**config.mk**
```make
export PLATFORM = sky130hd
export DESIGN_NAME = mini_cpu
export DESIGN_NICKNAME = d
export VERILOG_FILES = /design/src/rtl/mini_cpu_pkg.sv /design/src/rtl/mini_cpu_alu.sv /design/src/rtl/mini_cpu.sv
export SDC_FILE = /design/constraint.sdc
export NUM_CORES = 1
export LEC_CHECK = 0
export ABC_AREA = 1
export CAP_MARGIN = 40
export CORE_UTILIZATION = 50
export CTS_BUF_LIST = sky130_fd_sc_hd__clkbuf_8
export DETAILED_ROUTE_END_ITERATION = 16
export HOLD_SLACK_MARGIN = 0.02
export PLACE_DENSITY = 0.72
export SYNTH_ARGS = -nofsm -noshare
export SYNTH_HDL_FRONTEND = slang
export SYNTH_SLANG_ARGS = --single-unit
```
**constraint.sdc**
```tcl
create_clock -name clock -period 2.4 [get_ports clock]
set_clock_uncertainty 0.05 [all_clocks]
set_input_delay 0.6 -clock clock [delete_from_list [all_inputs] [get_ports clock]]
set_output_delay 0.6 -clock clock [all_outputs]
set_load 0.005 [all_outputs]
```
**src/rtl/mini_cpu_pkg.sv**
```systemverilog
// Shared widths, opcode encodings and compare-result codes for the mini_cpu slice.
package mini_cpu_pkg;

    localparam int DATA_W = 8;
    localparam int OP_W   = 4;

    typedef logic [OP_W-1:0]   opcode_t;
    typedef logic [DATA_W-1:0] data_t;

    localparam opcode_t OP_CLR = 4'h0;
    localparam opcode_t OP_LD1 = 4'h1;
    localparam opcode_t OP_LD2 = 4'h2;
    localparam opcode_t OP_MOV = 4'h3;
    localparam opcode_t OP_ADD = 4'h4;
    localparam opcode_t OP_SHL = 4'h5;
    localparam opcode_t OP_SHR = 4'h6;
    localparam opcode_t OP_AND = 4'h7;
    localparam opcode_t OP_OR  = 4'h8;
    localparam opcode_t OP_CMP = 4'h9;

    localparam data_t CMP_LT = 8'h01;
    localparam data_t CMP_EQ = 8'h02;
    localparam data_t CMP_GT = 8'h04;

    // True for the opcodes whose outcome lands in Rout/overflow.
    function automatic logic is_alu_op(input opcode_t op);
        return (op >= OP_ADD) && (op <= OP_CMP);
    endfunction

endpackage

```
**src/rtl/mini_cpu_alu.sv**
```systemverilog
// Combinational ALU: computes Rout and overflow candidates from R1/R2 for the arithmetic/logic opcodes.
module mini_cpu_alu
    import mini_cpu_pkg::*;
(
    input  logic [OP_W-1:0]   op,
    input  logic [DATA_W-1:0] r1,
    input  logic [DATA_W-1:0] r2,
    output logic [DATA_W-1:0] result,
    output logic              overflow
);

    logic [DATA_W:0] sum;

    assign sum = {1'b0, r1} + {1'b0, r2};

    // Select the operation result; non-ALU opcodes produce don't-care zeros.
    always_comb begin
        // NOTE: defaults before the case keep every path assigned, so no latch is inferred.
        result   = '0;
        overflow = 1'b0;
        case (op)
            OP_ADD: begin
                result   = sum[DATA_W-1:0];
                overflow = sum[DATA_W];
            end
            OP_SHL: begin
                result   = {r2[DATA_W-2:0], 1'b0};
                overflow = r2[DATA_W-1];
            end
            OP_SHR: result = {1'b0, r2[DATA_W-1:1]};
            OP_AND: result = r1 & r2;
            OP_OR:  result = r1 | r2;
            OP_CMP: begin
                if (r1 < r2)       result = CMP_LT;
                else if (r1 == r2) result = CMP_EQ;
                else               result = CMP_GT;
            end
            default: ;
        endcase
    end

endmodule

```
**src/rtl/mini_cpu.sv**
```systemverilog
// Accumulator-style 8-bit CPU: executes one externally supplied 12-bit instruction per clock.
module mini_cpu
    import mini_cpu_pkg::*;
(
    input  logic              clock,
    input  logic              reset,
    input  logic [11:0]       in,
    output logic              overflow,
    output logic [DATA_W-1:0] out
);

    opcode_t           op;
    logic [DATA_W-1:0] imm;
    logic [DATA_W-1:0] r1;
    logic [DATA_W-1:0] r2;
    logic [DATA_W-1:0] rout;
    logic              ovf;
    logic [DATA_W-1:0] alu_result;
    logic              alu_overflow;

    logic              do_clr;
    logic              we_r1;
    logic              we_r2;
    logic              we_res;
    logic [DATA_W-1:0] r2_next;

    assign op  = in[11:8];
    assign imm = in[DATA_W-1:0];

    mini_cpu_alu u_alu (
        .op       (op),
        .r1       (r1),
        .r2       (r2),
        .result   (alu_result),
        .overflow (alu_overflow)
    );

    // Decode the opcode into per-register write enables; 0xA-0xF assert nothing.
    always_comb begin
        do_clr  = (op == OP_CLR);
        we_r1   = (op == OP_LD1);
        we_r2   = (op == OP_LD2) || (op == OP_MOV);
        we_res  = is_alu_op(op);
        r2_next = (op == OP_MOV) ? rout : imm;
    end

    // Architectural state: cleared asynchronously by reset or by CLR, else updated under write enables.
    always_ff @(posedge clock or posedge reset) begin
        // NOTE: non-blocking updates let every register sample pre-edge values, which keeps MOV/ADD order-free.
        if (reset) begin
            r1   <= '0;
            r2   <= '0;
            rout <= '0;
            ovf  <= 1'b0;
        end else if (do_clr) begin
            r1   <= '0;
            r2   <= '0;
            rout <= '0;
            ovf  <= 1'b0;
        end else begin
            if (we_r1)  r1 <= imm;
            if (we_r2)  r2 <= r2_next;
            if (we_res) begin
                rout <= alu_result;
                ovf  <= alu_overflow;
            end
        end
    end

    assign out      = rout;
    assign overflow = ovf;

endmodule

```
==> results of run 1 <==
## worst min-delay path, stage by stage, from the launching register on
cell	delay, ps
dfrtp_1	360
nand2_1	50
o211ai_1	80
## worst max path at each step
stage / slack, ps / to / depth (start not counted) / from
after global routing: 230 / out[5] / 6 / in[8]
final: 380 / out[6] / 7 / in[8]
after CTS: 420 / out[6] / 7 / in[8]
after floorplan: 640 / out[2] / 7 / r2[0]
after global placement: 170 / r1[3] / 6 / in[11]
after detailed placement: 150 / out[6] / 7 / in[8]
## placed cells by master (no fill, tap or decap), drive strengths merged
cell / instances
a21o: 1
a21oi: 9
and2: 1
buf: 8
clkbuf: 3
clkdlybuf4s50: 22
dfrtp: 25
fa: 1
ha: 24
inv: 48
nand2: 71
nand3: 27
nand3b: 2
nand4: 3
nor2: 41
nor3: 1
nor3b: 1
o211ai: 1
o21ai: 12
o22ai: 14
o32ai: 4
or2: 3
## power groups by stage
stage,clock network (mW),logic [mW],registers [mW]
final,0.257,0.622,0.571
after global routing,0.272,0.701,0.578
after CTS,0.263,0.618,0.569
after detailed placement,0,0.615,0.577
after global placement,0,0.615,0.577
after floorplan,0,0.398,0.562
## kinds of logic (layout without fill, tap and decap cells)
group,count (synthesis),in the layout,synth area share
buffers and inverters,49,81,0.0921
adders and majority gates,25,25,0.158
and+or+nand+nor,150,150,0.318
AOI/OAI and AO/OA,41,41,0.122
DFF,25,25,0.309
## cell usage after synthesis (all sizes together)
library cell  count
o32ai             4
a21oi             9
and2              1
nor3b             1
inv              47
a21o              1
fa                1
nand3b            2
or2               3
nand3            27
clkbuf            1
o21ai            12
dfrtp            25
o211ai            1
nand2            71
nor3              1
o22ai            14
buf               1
nor2             41
nand4             3
ha               24
## cell type report
cell class	count	area, sq um	area share
clock inverter	1	3.75	0.00156
clock buffer	3	41.3	0.0172
tap	48	60.1	0.0250
sequential	25	626	0.261
timing repair buffer	30	280	0.117
multi-input combinational	216	1210	0.505
inverter	47	176	0.0736
## sequential cells by signal, summed over array words and instances (netlist names)
| signal | flops |
|---|---|
| r1 | 8 |
| overflow | 1 |
| out | 8 |
| r2 | 8 |
## metrics by stage
stage / util / cells / power [mW] / hold WS (ps) / cell area (sq um)
2_1_floorplan: - / 290 / 0.960 / 454 / 2020
3_3_place_gp: 0.624 / 366 / 1.19 / 452 / 2350
3_5_place_dp: 0.624 / 366 / 1.19 / 464 / 2350
4_1_cts: 0.636 / 370 / 1.45 / 486 / 2400
5_1_grt: 0.636 / 370 / 1.55 / 520 / 2400
6_report: 0.636 / 370 / 1.45 / 479 / 2400
## per-layer routing
metal,vias up,GRT usage
met1,935,0.388
met3,4,0.0313
met2,56,0.428
met5,-,0
li1,1006,-
met4,0,0.0897
==> impl_summary.txt, run 1 <==
----------------------------------------------------
[Critical path]
  Worst-path maximum fanout ... 9
  Kind of end point of the critical path ... register
  Worst EP required ... 2570 ps
  Buffer and inverter count on the worst path ... 2
  Worst path top cell family by delay ... buffers and inverters
  Slowest stage cell, crit path ... clkdlybuf4s50_1
  Sequence of cells on the critical path ... clkdlybuf4s50_1, nand2_1, nor2_2, inv_1, o22ai_1, nor2_1, nand3_1
  Number of cells on the worst reg-to-reg path ... 7
  Crit Reg-Reg Endpoint ... out[2]
  Crit path largest cell delay ... 720 ps
  Kind of start point of the critical path ... input port
  FF-to-FF setup slack ... 470 ps
  Arrival @ worst endpoint ... 2180 ps
  Worst setup path category ... in -> reg
  Startpoint of the lowest-slack register-to-register path ... r2[0]

[Worst hold path]
  Path class of the lowest-slack min-delay path ... reg -> reg
  Beginning of the worst hold path ... overflow
  Endpoint with the worst hold slack ... overflow
  Cell count of the worst hold path ... 2

[Clock tree]
  CTS clk-pin slew, worst paths ... 90 ps
  Max Buffers Root-to-Sink ... 2
  Clock Tree Root ... clkbuf_8
  Post-CTS setup buffer count ... 0
  Clock sink total ... 25
  Number of buffers created by CTS ... 3
  H-tree depth ... 1
  Count of cells resized by post-cts repair ... 0
  Worst-Skew Late Latency ... 270 ps
  Number of hold buffers added after cts ... 0
  TritonCTS clock tree ... yes

[Pwr]
  Largest vdd supply drop ... 0.293 mV
  Switching share of power ... 0.394
  Sequential share of power ... 0.394
  Internal Dissipation ... 879 uW
  Clock share of power ... 0.177
  Pleak ... 1.23 nW
  Pwr Density ... 605 mW/mm^2
  Fraction of power consumed by combinational cells ... 0.429
  Net switching power ... 571 uW

[Synth]
  Fraction of the yosys area taken by sequential cells ... 0.309
  Unique masters post-synth ... 27
  Netlist area before placement ... 0.00202 sq mm
  Synth Area per Inst ... 6.98 sq um
  Leading cell types by total area after synthesis ... dfrtp_1 31%, ha_1 15%, nand2_1 13%, inv_1 8.5%, nand3_1 6.7%
  Register bit total from synthesis ... 25
  Gate Count Post-Synth ... 290
  Area share of the leading cell type in the synthesized netlist ... 0.309
  Syn nets ... 329
  Yosys warns ... 0
  Library cell occupying the most area in the post-synthesis netlist ... dfrtp_1

[Floorplanning]
  Placeable core region ... 0.00377 sq mm
  Number of I/O pins ... 23
  Horizontal die dimension ... 65.6 microns
  Die Outline Area ... 0.00430 sq mm
  Starting density of the core ... 0.536
  Chip Height ... 65.6 microns
  Site row count ... 22

[Drt]
  Violation count after the first detailed-route iteration ... 133
  Uppermost layer routed ... met4
  Vias after detailed routing ... 2001
  Drt wl/cell ... 14.6 microns
  Wire length on met3 ... 246 microns
  Number of optimization iterations in the first detailed-route pass ... 4
  Per-cell via count in the routed design ... 5.41
  Detailed-route DRC error count ... 0
  Detailed route wirelength on metal2 ... 2460 microns
  Number of nets with antenna violations after detailed routing ... 0
  Met1 Routed Length ... 2630 microns
  Final routed wirelength across all metal layers ... 5390 microns

[STA]
  Worst setup slack after layout ... 384 ps
  Normalized max-slew margin ... 0.664
  Slew at the pin closest to its max-slew limit ... 505 ps
  Max Clk Rate ... 496 MHz
  Period Utilization, post-route ... 0.840
  Setup repair after global routing missed its margin ... false
  Final number of setup-violating endpoints ... 0
  Accumulated negative setup slack ... 0 ps
  Min Clock Period, post-route ... 2020 ps
  Final slew viol count ... 0
  Count of final hold-check violations ... 0

[Cells and area]
  Fill cells ... 350
  Layout cell share with drive strength beyond 1 ... 0.0590
  Number of nets in the finished design ... 362
  Area overhead of the layout relative to synthesis ... 18.6%
  Antenna cells ... 0

[Status]
  Outcome ... finished clean

[Placement]
  Final estimated routing congestion in global placement ... 0.935
  Number of port buffers ... 22
  Pre-CTS setup slack ... 147 ps
  HPWL after detailed placement ... 4160 microns

[GRT]
  Total gr overflow ... 0
  Via count of the first global-routing pass ... 1809
  Global-route wire length before repair ... 8650 microns
  Largest net degree at the start of global routing ... 26
  GRT Util Overall ... 0.273
  Initial antenna violation count ... 0

[Job]
  Max-capacitance violation count ... 0

----------------------------------------------------
Note: power is estimated with default switching activity, not from simulation.
==> run 2: changes to the inputs <==
==> constraint.sdc (replaced) <==
create_clock -name clock -period 2.1 [get_ports clock]
set_clock_uncertainty 0.05 [all_clocks]
set_input_delay 0.525 -clock clock [delete_from_list [all_inputs] [get_ports clock]]
set_output_delay 0.525 -clock clock [all_outputs]
set_load 0.005 [all_outputs]
==> impl_summary.txt, run 2 (synthesis results as in run 1) <==
----------------------------------------------------
[Status]
  Outcome ... finished clean

[Floorplanning]
  Die Outline Area ... 0.00430 sq mm (unchanged)
  Placeable core region ... 0.00377 sq mm (unchanged)
  Number of I/O pins ... 23 (unchanged)
  Chip Height ... 65.6 microns (unchanged)
  Horizontal die dimension ... 65.6 microns (unchanged)
  Site row count ... 22 (unchanged)
  Starting density of the core ... 0.536 (unchanged)

[Drt]
  Number of nets with antenna violations after detailed routing ... 0 (unchanged)
  Vias after detailed routing ... 2043 (+2.1%)
  Detailed-route DRC error count ... 0 (unchanged)
  Drt wl/cell ... 14.6 microns (about the same)
  Final routed wirelength across all metal layers ... 5470 microns (+1.4%)
  Number of optimization iterations in the first detailed-route pass ... 4 (unchanged)
  Violation count after the first detailed-route iteration ... 180 (+35%)
  Per-cell via count in the routed design ... 5.45 (+0.74%)

[Cells and area]
  Number of nets in the finished design ... 367 (+1.4%)
  Antenna cells ... 0 (unchanged)
  Multi-input logic area ... 0.00121 sq mm (unchanged)
  Most used cells in the layout excluding fill and tap cells ... 71 x nand2_1, 47 x inv_1, 36 x nor2_1
  Area overhead of the layout relative to synthesis ... 20.4%
  Layout cell share with drive strength beyond 1 ... 0.0734 (+0.0144)
  Sequential cell area ... 626 sq um (unchanged)
  Final Instance Count excl. Fillers ... 375 (+1.4%)
  Commonest non-fill, non-tap cell in the layout ... nand2_1
  Fill cells ... 351 (+0.29%)
  End-of-flow core utilization ... 0.646 (+0.00995)

[Critical path]
  Worst path top cell family by delay ... adder cells
  Kind of end point of the critical path ... register
  Sequence of cells on the critical path ... ha_1, fa_1, or2_2, nand3_1, nand3_1, nor2_1, nand3_1
  Arrival @ worst endpoint ... 2070 ps (-110 ps)
  Slowest stage cell, crit path ... fa_1
  Kind of start point of the critical path ... register
  Buffer and inverter count on the worst path ... 0 (-2)
  Worst-path maximum fanout ... 4 (-5)
  Most frequent CP cell ... nand3_1
  Worst EP required ... 2210 ps (-360 ps)
  Crit path largest cell delay ... 460 ps (-260 ps)
  Worst setup path category ... reg -> reg

[STA]
  Final slew viol count ... 0 (unchanged)
  Worst hold margin ... 470 ps (-8.61 ps)
  Setup repair after global routing missed its margin ... false
  Period Utilization, post-route ... 0.937
  Normalized max-slew margin ... 0.684 (+0.0204)
  Final number of setup-violating endpoints ... 0 (unchanged)
  Max Clk Rate ... 508 MHz
  Accumulated negative setup slack ... 0 ps (unchanged)
  Slew at the pin closest to its max-slew limit ... 474 ps (-30.5 ps)
  Min Clock Period, post-route ... 1970 ps
  Count of final hold-check violations ... 0 (unchanged)

[Clock tree]
  Post-CTS setup buffer count ... 0 (unchanged)
  Clock Tree Root ... clkbuf_8
  Max Buffers Root-to-Sink ... 2 (unchanged)
  Number of hold buffers added after cts ... 0 (unchanged)
  CTS clk-pin slew, worst paths ... 100 ps (about the same)
  H-tree depth ... 1 (unchanged)
  TritonCTS clock tree ... yes
  Number of buffers created by CTS ... 3 (unchanged)
  Worst-Skew Late Latency ... 270 ps (about the same)
  Count of cells resized by post-cts repair ... 0 (unchanged)
  Clock sink total ... 25 (unchanged)

[GRT]
  Total gr overflow ... 0 (unchanged)
  GR Util met3 ... 0.0382 (+0.00694)
  GRT Util Overall ... 0.287 (+0.0144)
  Initial antenna violation count ... 0 (unchanged)
  Largest net degree at the start of global routing ... 26 (unchanged)
  Via count of the first global-routing pass ... 1882 (+4.0%)
  Global-route wire length before repair ... 9180 microns (+6.1%)
  GRT busiest layer ... met2
  Global routing met1 resource utilization ... 0.408 (+0.0205)
  Met2 global-route usage ... 0.459 (+0.0309)

[Placement]
  Final estimated routing congestion in global placement ... 0.953 (+2.0%)
  Number of port buffers ... 22 (unchanged)
  Cell count after placement ... 371 (+1.4%)
  HPWL after detailed placement ... 4280 microns (+2.7%)

[Pwr]
  Largest vdd supply drop ... 0.373 mV (+28%)
  Pleak ... 1.25 nW (+2.0%)
  Pwr Density ... 686 mW/mm^2 (+13%)
  Total chip power ... 1.67 mW (+15%)

[Worst hold path]
  Path class of the lowest-slack min-delay path ... reg -> reg

[Job]
  Max-capacitance violation count ... 0 (unchanged)

----------------------------------------------------
[run 2: changes by cell type in the layout (fill, tap and decap cells not counted)]
cell and delta:
buf_4 +5
[run 2: tightest hold or removal path, delay by kind of cell, from the launching register on]
family,cells,cell delay (ps)
simple gates,1,60
flops,1,350
compound gates,1,80
[run 2: per-stage QoR]
| step | setup slack [ps] | instance area (sq um) |
|---|---|---|
| 2_1_floorplan | 339 | 2020 |
| 3_5_place_dp | 21.1 | 2390 |
| 5_1_grt | 25.0 | 2440 |
| 3_3_place_gp | 47.3 | 2390 |
| 6_report | 133 | 2440 |
| 4_1_cts | 152 | 2440 |
[run 2: layout make-up]
class | count | area share
Clock inverter | 1 | 0.00154
Sequential cell | 25 | 0.257
Tap cell | 48 | 0.0247
Clock buffer | 3 | 0.0169
Inverter | 47 | 0.0724
Timing Repair Buffer | 35 | 0.130
Multi-Input combinational cell | 216 | 0.497
[run 2: where the power goes]
| part | switching, mW | internal (mW) |
|---|---|---|
| registers | 0.0869 | 0.569 |
| logic | 0.412 | 0.310 |
| clock network | 0.161 | 0.131 |
[run 2: metal layers]
metal,wire length [microns],vias up
li1,-,1008
met1,2580,970
met2,2570,59
met3,263,6
met4,55,0
met5,0,-
[run 2: final timing paths]
kind | startpoint | to | slack, ps | cells after the start
max in group asynchronous | reset | overflow | 1180 | 3
max reg2reg | r2[0] | out[2] | 130 | 7
min reg2reg | overflow | overflow | 470 | 2
min in group asynchronous | reset | out[0] | 550 | 3
max | r2[0] | out[2] | 130 | 7
min | overflow | overflow | 470 | 2
